`src/rtl/cache_mem_arbiter_pkg.sv`:
```
// cache_mem_arbiter_pkg
//   Shared types for the I/D cache memory arbiter: FSM state encoding,
//   owner encoding and the round-robin winner selection.
package cache_mem_arbiter_pkg;

  typedef enum logic [1:0] {
    ST_IDLE  = 2'd0,
    ST_ISSUE = 2'd1,
    ST_WAIT  = 2'd2,
    ST_RESP  = 2'd3
  } arb_state_e;

  typedef enum logic {
    OWNER_I = 1'b0,
    OWNER_D = 1'b1
  } owner_e;

  // A lone requester always wins. On a tie the requester that was not
  // granted last goes first.
  function automatic owner_e pick_winner(input logic i_req, input logic d_req,
                                         input owner_e last);
    owner_e w;
    if (i_req && d_req) w = (last == OWNER_D) ? OWNER_I : OWNER_D;
    else if (d_req)     w = OWNER_D;
    else                w = OWNER_I;
    return w;
  endfunction

endpackage

```
`src/rtl/cache_mem_arbiter_req_slot.sv`:
```
// cache_mem_arbiter_req_slot
//   One request slot per cache channel. A strobe pulse latches the request
//   and raises the pending flag; a grant clears it. The effective request
//   outputs bypass the latch during the strobe cycle so an idle arbiter can
//   issue straight from the cache inputs.
// Ports:
//   clk_i, rst_i        clock, async active-high reset
//   strobe_i            request pulse from the cache
//   addr_i/rw_i/data_i  request payload, valid with strobe_i
//   grant_i             arbiter consumed this slot's request this cycle
//   req_o               pending or strobing now
//   addr_o/rw_o/data_o  effective request payload
import cache_mem_arbiter_pkg::*;

module cache_mem_arbiter_req_slot #(
  parameter int ADDR_WIDTH      = 32,
  parameter int CACHE_LINE_SIZE = 256
) (
  input  logic                       clk_i,
  input  logic                       rst_i,
  input  logic                       strobe_i,
  input  logic [ADDR_WIDTH-1:0]      addr_i,
  input  logic                       rw_i,
  input  logic [CACHE_LINE_SIZE-1:0] data_i,
  input  logic                       grant_i,
  output logic                       req_o,
  output logic [ADDR_WIDTH-1:0]      addr_o,
  output logic                       rw_o,
  output logic [CACHE_LINE_SIZE-1:0] data_o
);

  logic                       pend_q;
  logic [ADDR_WIDTH-1:0]      addr_q;
  logic                       rw_q;
  logic [CACHE_LINE_SIZE-1:0] data_q;

  // A cache never strobes while its own request is outstanding, so the
  // strobe can safely take priority over the latched copy.
  assign req_o  = pend_q | strobe_i;
  assign addr_o = strobe_i ? addr_i : addr_q;
  assign rw_o   = strobe_i ? rw_i   : rw_q;
  assign data_o = strobe_i ? data_i : data_q;

  always_ff @(posedge clk_i or posedge rst_i) begin
    if (rst_i) begin
      pend_q <= 1'b0;
      addr_q <= '0;
      rw_q   <= 1'b0;
      data_q <= '0;
    end else if (strobe_i) begin
      addr_q <= addr_i;
      rw_q   <= rw_i;
      data_q <= data_i;
      // Granted in the same cycle it arrived: consumed via the bypass.
      pend_q <= ~grant_i;
    end else if (grant_i) begin
      pend_q <= 1'b0;
    end
  end

endmodule

```
`src/rtl/cache_mem_arbiter.sv`:
```
// cache_mem_arbiter
//   Shares one cache-line memory master port between the I-cache (reads
//   only) and D-cache (reads and write-backs). Transactions are serialized
//   through IDLE -> ISSUE -> WAIT -> RESP; ties are broken round-robin.
//   All outputs are registered.
// Ports:
//   clk_i, rst_i                 clock, async active-high reset
//   i_strobe_i, i_addr_i         I-cache line read request
//   i_done_o, i_data_o           I-cache completion pulse + line
//   d_strobe_i, d_addr_i,
//   d_rw_i, d_data_i             D-cache request (rw=1 write-back)
//   d_done_o, d_data_o           D-cache completion pulse + read line
//   m_strobe_o, m_addr_o,
//   m_rw_o, m_data_o             memory master request
//   m_done_i, m_data_i           memory master completion + read line
import cache_mem_arbiter_pkg::*;

module cache_mem_arbiter #(
  parameter int ADDR_WIDTH      = 32,
  parameter int CACHE_LINE_SIZE = 256
) (
  input  logic                       clk_i,
  input  logic                       rst_i,
  input  logic                       i_strobe_i,
  input  logic [ADDR_WIDTH-1:0]      i_addr_i,
  output logic                       i_done_o,
  output logic [CACHE_LINE_SIZE-1:0] i_data_o,
  input  logic                       d_strobe_i,
  input  logic [ADDR_WIDTH-1:0]      d_addr_i,
  input  logic                       d_rw_i,
  input  logic [CACHE_LINE_SIZE-1:0] d_data_i,
  output logic                       d_done_o,
  output logic [CACHE_LINE_SIZE-1:0] d_data_o,
  output logic                       m_strobe_o,
  output logic [ADDR_WIDTH-1:0]      m_addr_o,
  output logic                       m_rw_o,
  output logic [CACHE_LINE_SIZE-1:0] m_data_o,
  input  logic                       m_done_i,
  input  logic [CACHE_LINE_SIZE-1:0] m_data_i
);

  arb_state_e state_q;
  owner_e     owner_q;
  owner_e     last_grant_q;
  owner_e     winner;

  logic                       i_req, d_req, any_req;
  logic                       i_grant, d_grant;
  logic [ADDR_WIDTH-1:0]      i_addr_eff, d_addr_eff;
  logic                       i_rw_eff, d_rw_eff;
  logic [CACHE_LINE_SIZE-1:0] i_data_eff, d_data_eff;

  // I-cache only reads: its slot carries no direction or write line.
  cache_mem_arbiter_req_slot #(
    .ADDR_WIDTH(ADDR_WIDTH), .CACHE_LINE_SIZE(CACHE_LINE_SIZE)
  ) u_i_slot (
    .clk_i   (clk_i),
    .rst_i   (rst_i),
    .strobe_i(i_strobe_i),
    .addr_i  (i_addr_i),
    .rw_i    (1'b0),
    .data_i  ({CACHE_LINE_SIZE{1'b0}}),
    .grant_i (i_grant),
    .req_o   (i_req),
    .addr_o  (i_addr_eff),
    .rw_o    (i_rw_eff),
    .data_o  (i_data_eff)
  );

  cache_mem_arbiter_req_slot #(
    .ADDR_WIDTH(ADDR_WIDTH), .CACHE_LINE_SIZE(CACHE_LINE_SIZE)
  ) u_d_slot (
    .clk_i   (clk_i),
    .rst_i   (rst_i),
    .strobe_i(d_strobe_i),
    .addr_i  (d_addr_i),
    .rw_i    (d_rw_i),
    .data_i  (d_data_i),
    .grant_i (d_grant),
    .req_o   (d_req),
    .addr_o  (d_addr_eff),
    .rw_o    (d_rw_eff),
    .data_o  (d_data_eff)
  );

  assign any_req = i_req | d_req;
  assign winner  = pick_winner(i_req, d_req, last_grant_q);
  assign i_grant = (state_q == ST_IDLE) && i_req && (winner == OWNER_I);
  assign d_grant = (state_q == ST_IDLE) && d_req && (winner == OWNER_D);

  always_ff @(posedge clk_i or posedge rst_i) begin
    if (rst_i) begin
      state_q      <= ST_IDLE;
      owner_q      <= OWNER_I;
      last_grant_q <= OWNER_D;
      m_strobe_o   <= 1'b0;
      m_addr_o     <= '0;
      m_rw_o       <= 1'b0;
      m_data_o     <= '0;
      i_done_o     <= 1'b0;
      i_data_o     <= '0;
      d_done_o     <= 1'b0;
      d_data_o     <= '0;
    end else begin
      // Pulses default low; each is raised for exactly one state.
      m_strobe_o <= 1'b0;
      i_done_o   <= 1'b0;
      d_done_o   <= 1'b0;
      case (state_q)
        ST_IDLE: begin
          if (any_req) begin
            owner_q    <= winner;
            m_strobe_o <= 1'b1;
            state_q    <= ST_ISSUE;
            if (winner == OWNER_I) begin
              m_addr_o <= i_addr_eff;
              m_rw_o   <= i_rw_eff;
              m_data_o <= i_data_eff;
            end else begin
              m_addr_o <= d_addr_eff;
              m_rw_o   <= d_rw_eff;
              m_data_o <= d_data_eff;
            end
          end
        end
        ST_ISSUE: state_q <= ST_WAIT;
        ST_WAIT: begin
          // The per-cache data registers double as the response line.
          if (m_done_i) begin
            state_q <= ST_RESP;
            if (owner_q == OWNER_I) begin
              i_done_o <= 1'b1;
              i_data_o <= m_data_i;
            end else begin
              d_done_o <= 1'b1;
              if (!m_rw_o) d_data_o <= m_data_i;
            end
          end
        end
        ST_RESP: begin
          last_grant_q <= owner_q;
          state_q      <= ST_IDLE;
        end
        default: state_q <= ST_IDLE;
      endcase
    end
  end

endmodule

```
`config.mk`:
```
export PLATFORM = sky130hd
export DESIGN_NAME = cache_mem_arbiter
export DESIGN_NICKNAME = d
export VERILOG_FILES = /design/src/rtl/cache_mem_arbiter_pkg.sv /design/src/rtl/cache_mem_arbiter_req_slot.sv /design/src/rtl/cache_mem_arbiter.sv
export SDC_FILE = /design/constraint.sdc
export NUM_CORES = 2
export LEC_CHECK = 0
export ABC_AREA = 1
export CAP_MARGIN = 20
export CELL_PAD_IN_SITES_DETAIL_PLACEMENT = 1
export CELL_PAD_IN_SITES_GLOBAL_PLACEMENT = 1
export CORE_AREA = 5 5 534 536
export DETAILED_ROUTE_END_ITERATION = 10
export DIE_AREA = 0 0 539 541
export MAX_ROUTING_LAYER = met4
export PLACE_DENSITY_LB_ADDON = 0.08
export SYNTH_ARGS = -nofsm -noshare
export SYNTH_HDL_FRONTEND = slang
export SYNTH_SLANG_ARGS = --single-unit
```
`constraint.sdc`:
```
create_clock -name clk_i -period 53.6 [get_ports clk_i]
set_input_delay 10.72 -clock clk_i [delete_from_list [all_inputs] [get_ports clk_i]]
set_output_delay 10.72 -clock clk_i [all_outputs]
set_load 0.05 [all_outputs]
```
=== Word-level counts from Yosys, hierarchy flattened ===
Cells that the tools add are included.

* Output and inout bits: 804
* Register bits after elaboration: 1388

* Equality and inequality tests: 5
* Bitwise logic cells: 8
* Mux-type cells: 27
* Reductions and logical operators: 12

{| class="wikitable"
|+ Operator list
! kind !! number
|-
| 256-bit two-way mux || 3
|-
| 32-bit two-way mux || 3
|-
| 1-bit two-way mux || 18
|-
| 2-bit case mux with 4 select lines || 1
|-
| 1-bit logical AND || 5
|-
| 1-bit NOT || 5
|-
| 2-bit equality test (second input constant) || 2
|-
| 2-bit two-way mux || 2
|-
| 2-bit inequality test (second input constant) || 2
|-
| 2-bit AND reduction || 2
|-
| 4-bit AND reduction || 1
|-
| 2-bit nonzero test || 2
|-
| 1-bit bitwise OR || 3
|-
| 3-bit AND reduction || 1
|-
| 2-bit by 1-bit equality test with 1-bit output (second input constant) || 1
|-
| 2-bit logical NOT || 1
|}

=== Longest topological paths before layout ===
* Depth in word-level cells: 7
* Gate-level depth with buffers: 9

=== By module ===
A second synthesis with hierarchy kept.

* Cells, all modules: 6871
* Area, all modules: 57218.6 µm²

{| class="wikitable"
|+ Modules (own cells, without submodules)
! module !! times used !! area each (µm²) !! seq. area each (µm²) !! cells each
|-
| cache_mem_arbiter || 1 || 35562.9 || 20220.6 || 4421
|-
| cache_mem_arbiter_req_slot || 2 || 10827.9 || 7257.0 || 1225
|}

=== Worst setup path after synthesis ===
Ideal clock, no wire load.

* Path type: input port to flip-flop
* From: input i_strobe_i
* To: register m_data_o[10]
* Stages: 7
* Path slack: 41.857 ns
* Arrival time: 11.625 ns
* Setup time: 0.118 ns
* Cell sequence: o21ai_1 > buf_2 > buf_2 > buf_2 > nand3_1 > nand3_1 > nand2_1

* Longest elaborated chain between the ends: 4

{| class="wikitable"
|+ RTL lines
! element !! line !! source
|-
| start, declared || cache_mem_arbiter.sv:24 || <nowiki>input logic i_strobe_i,</nowiki>
|-
| 1-bit bitwise OR || cache_mem_arbiter_req_slot.sv:39 || <nowiki>assign req_o = pend_q | strobe_i;</nowiki>
|-
| 1-bit logical AND || cache_mem_arbiter_pkg.sv:23 || <nowiki>if (i_req && d_req) w = (last == OWNER_D) ? OWNER_I : OWNER_D;</nowiki>
|-
| 1-bit two-way mux || cache_mem_arbiter_pkg.sv:23 ||
|-
| 256-bit two-way mux || cache_mem_arbiter.sv:115 || <nowiki>if (winner == OWNER_I) begin</nowiki>
|-
| end signal, assigned || cache_mem_arbiter.sv:118 || <nowiki>m_data_o <= i_data_eff;</nowiki>
|-
| end signal, assigned || cache_mem_arbiter.sv:122 || <nowiki>m_data_o <= d_data_eff;</nowiki>
|-
| end, declared || cache_mem_arbiter.sv:37 || <nowiki>output logic [CACHE_LINE_SIZE-1:0] m_data_o,</nowiki>
|}

Several ways; a longest one is shown, not always the timed one.
A chain may end at the register's enable or synchronous reset.

==> impl_metrics.csv <==
group,metric,value,unit
route,vias,48500,
route,routed_via_density,4.02,
synthesis,yosys_warnings,0,
clocking,numCtsBuffers,181,
cells_and_area,multi_input_area,15400,µm²
synthesis,synth_top_area_share,60.7,%
clocking,clkLatencyLatePin,0.85,ns
timing,relSlewSlack,26.7,%
clocking,clk_path_buf_depth,4,
worst_setup_path,path_class,"primary input to async pin",
clocking,cts_hold_buf,0,
synthesis,synthXorXnorAreaFrac,0,%
cells_and_area,nFillCells,32600,
route,drcViolationCount,0,
floorplanning,ioPinCount,1386,
synthesis,ys_seq_area_share,60.8,%
global_route,track_usage,19.3,%
power,power.density,67.2,nW/µm²
clocking,cts_tree,"built",
clocking,clkTransAtPathRegs,0.05,ns
power,p_leak,43.7,nW
floorplanning,die_y,541,µm
worst_setup_path,end_kind,"async pin",
synthesis,yosysTopAreaCell,"dfrtp_1",
place,place_ws,36.62,ns
floorplanning,row_count,195,
route,first_pass_iters,5,
synthesis,synth_top_family_by_area,"simple AND/OR/NAND/NOR gates",
route,ant_nets,0,
worst_setup_path,crit_arrival,16.28,ns
timing,fin_skew,0.0361,ns
cells_and_area,fin_cells,12100,
clocking,cts-root-buf,"clkbuf_16",
cells_and_area,regArea,34700,µm²
timing,post-route-period-util,28.8,%
synthesis,synth-simple-area-share,21.9,%
synthesis,yosysUniqueCellTypes,18,
floorplanning,core_area,280000,µm²
timing,fmax,64.8,MHz
synthesis,ys_ff_latch,1388,
timing,finalHoldViolations,0,
run,maxCapViolCount,0,
cells_and_area,drive_above_1_share,4.10,%
floorplanning,die_x,539,µm
timing,finalCriticalPeriod,15.43,ns
clocking,postCtsSetupBuffers,0,
clocking,cts.sinks,1388,
global_route,grt_pass1_wl,399000,µm
place,dp.cells,11700,
timing,fin_tns_setup,0,ns
worst_setup_path,cp_data_required_time,54.45,ns
synthesis,synthCells,6899,
synthesis,synth_mux_area_share,0,%
place,place.port_buffers,1385,
place,gp_congestion,0.845,
global_route,grt_pass1_vias,50500,
synthesis,synth_compound_area_share,4.82,%
clocking,cts_resized,0,
power,vdd_drop_max,0.0000394,V
place,post_dp_cell_area,74600,µm²
timing,rsz0062_at_grt,"no",
min_path,hp-class,"flop to flop",
worst_setup_path,worstPathMaxFanout,97,
timing,setup_viol,0,
route,routedWlPerCell,23.3,µm
timing,setup_slack,38.17,ns
timing,worstMarginPinSlew,1.10,ns
synthesis,synth.avg_cell_area,8.28,µm²
worst_setup_path,startpoint_type,"primary input",
global_route,grt_overflow,0,
synthesis,synth_area,57100,µm²
route,initialDrtViolationCount,2478,
global_route,grt_max_degree,227,
place,dpl.hpwl,199000,µm
synthesis,synthTopCellsByArea,"dfrtp_1, nand2_1, inv_1",
run_status,status,"completed",
synthesis,synth_adder_area_share,0.0876,%
floorplanning,initial_core_util,20.4,%
synthesis,syn-num-nets,7485,
timing,slew_viol_final,0,
cells_and_area,area_delta_synth_final,41.1,%
floorplanning,dieArea,292000,µm²
cells_and_area,finish.instance_area,80600,µm²
cells_and_area,nets,8742,
clocking,htreeDepth,4,
route,routed_wl,282000,µm
global_route,antenna_found_initial,102,
## report_power, final
part / switching [W] / internal, W / leakage [nW]
Sequential: 0.000205 / 0.00136 / 17.4
Clock: 0.000499 / 0.000704 / 2.84
Combinational: 0.00192 / 0.000728 / 23.5
## critical path, cell delays in order
cell and delay [ns]:
clkdlybuf4s50_1 0.49, inv_8 0.57, buf_4 0.61, buf_4 0.80
buf_4 0.76, buf_4 0.67, buf_4 0.33, buf_16 0.31
buf_4 0.68
## cells in the final DEF, fill, tap and decap left out, types with 2 or more instances in the layout
cell | netlist | routed
inv_6 | 0 | 2
clkbuf_16 | 0 | 184
clkbuf_1 | 164 | 48
o21ai_0 | 504 | 504
inv_1 | 1452 | 1450
nand2_8 | 0 | 2
buf_16 | 0 | 5
nand2_1 | 2544 | 2543
nor2_2 | 2 | 2
a21oi_1 | 3 | 3
nor2_1 | 3 | 3
bufinv_16 | 0 | 4
clkdlybuf4s50_1 | 0 | 1383
nand3_1 | 580 | 580
clkbuf_8 | 0 | 41
clkinv_2 | 0 | 30
ha_1 | 4 | 4
o21ai_1 | 43 | 42
buf_12 | 0 | 7
diode_2 | 0 | 49
dfrtp_1 | 1387 | 1387
clkinv_8 | 0 | 3
inv_8 | 0 | 5
buf_4 | 15 | 47
## per-stage QoR
stage | hold WS, ns | utilization, % | power [W]
2_1_floorplan | 0.431 | - | 0.00311
3_3_place_gp | 0.443 | 26.6 | 0.00427
3_5_place_dp | 0.447 | 26.6 | 0.00429
4_1_cts | 0.463 | 28.7 | 0.00554
5_1_grt | 0.470 | 28.7 | 0.00571
6_report | 0.458 | 28.8 | 0.00542
## logic make-up after synthesis
logic type / Yosys count
simple gates: 3132
buf+inv: 1825
flops: 1388
compound gates: 550
fa+ha+maj: 4
## cell type report
| cell class | instances | area share [%] |
|---|---|---|
| Sequential cell | 1388 | 43.1 |
| Antenna cell | 49 | 0.152 |
| Clock inverter | 41 | 0.453 |
| Timing Repair Buffer | 1444 | 18.0 |
| Inverter | 1455 | 6.82 |
| Clock buffer | 273 | 6.64 |
| Multi-Input combinational cell | 3686 | 19.0 |
| Tap cell | 3743 | 5.81 |
## final timing paths
check | cells past startpoint | endpoint | slack (ns) | start
worst max-delay path | 9 | d_data_o[60] | 38.17 | rst_i
worst min-delay path | 2 | u_i_slot.data_q[226] | 0.46 | u_i_slot.data_q[226]
max in group clk_i | 10 | m_data_o[184] | 39.09 | d_strobe_i
worst min register to register | 2 | u_i_slot.data_q[226] | 0.46 | u_i_slot.data_q[226]
min in group asynchronous | 2 | m_data_o[213] | 10.47 | rst_i
worst max register to register | 9 | m_data_o[184] | 48.99 | u_d_slot.pend_q
## registers in the layout (all words and copies together), names as in the netlist
| signal | count |
|---|---|
| m_addr_o | 32 |
| u_d_slot.data_q | 256 |
| i_data_o | 256 |
| state_q | 2 |
| u_i_slot.addr_q | 32 |
| last_grant_q | 1 |
| u_i_slot.data_q | 256 |
| owner_q | 1 |
| m_rw_o | 1 |
| u_d_slot.addr_q | 32 |
| i_done_o | 1 |
| u_i_slot.pend_q | 1 |
| m_strobe_o | 1 |
| m_data_o | 256 |
| d_done_o | 1 |
| d_data_o | 256 |
| u_d_slot.rw_q | 1 |
| u_i_slot.rw_q | 1 |
| u_d_slot.pend_q | 1 |
## synthesized netlist by cell type
master    number
dfstp_2        1
o21ai_0      504
a21oi_1        3
nor2_2         2
nand3_1      580
o21ai_1       43
buf_4         15
clkbuf_1     164
nand2_1     2544
inv_2          3
buf_2        157
nand3_2        1
dfrtp_1     1387
ha_1           4
nor2_1         3
buf_1         34
nand2_2        2
inv_1       1452
## per-layer routing
metal  global-route usage, %  share of wire (%)  vias up
met3                    4.61                5.8      313
met1                    25.1                 45    24200
met2                    30.7                 47     1146
met4                    3.93                2.0        0
li1                        -                  -    22900
met5                       -                  0        -
Note: power is estimated with default switching activity, not from simulation.
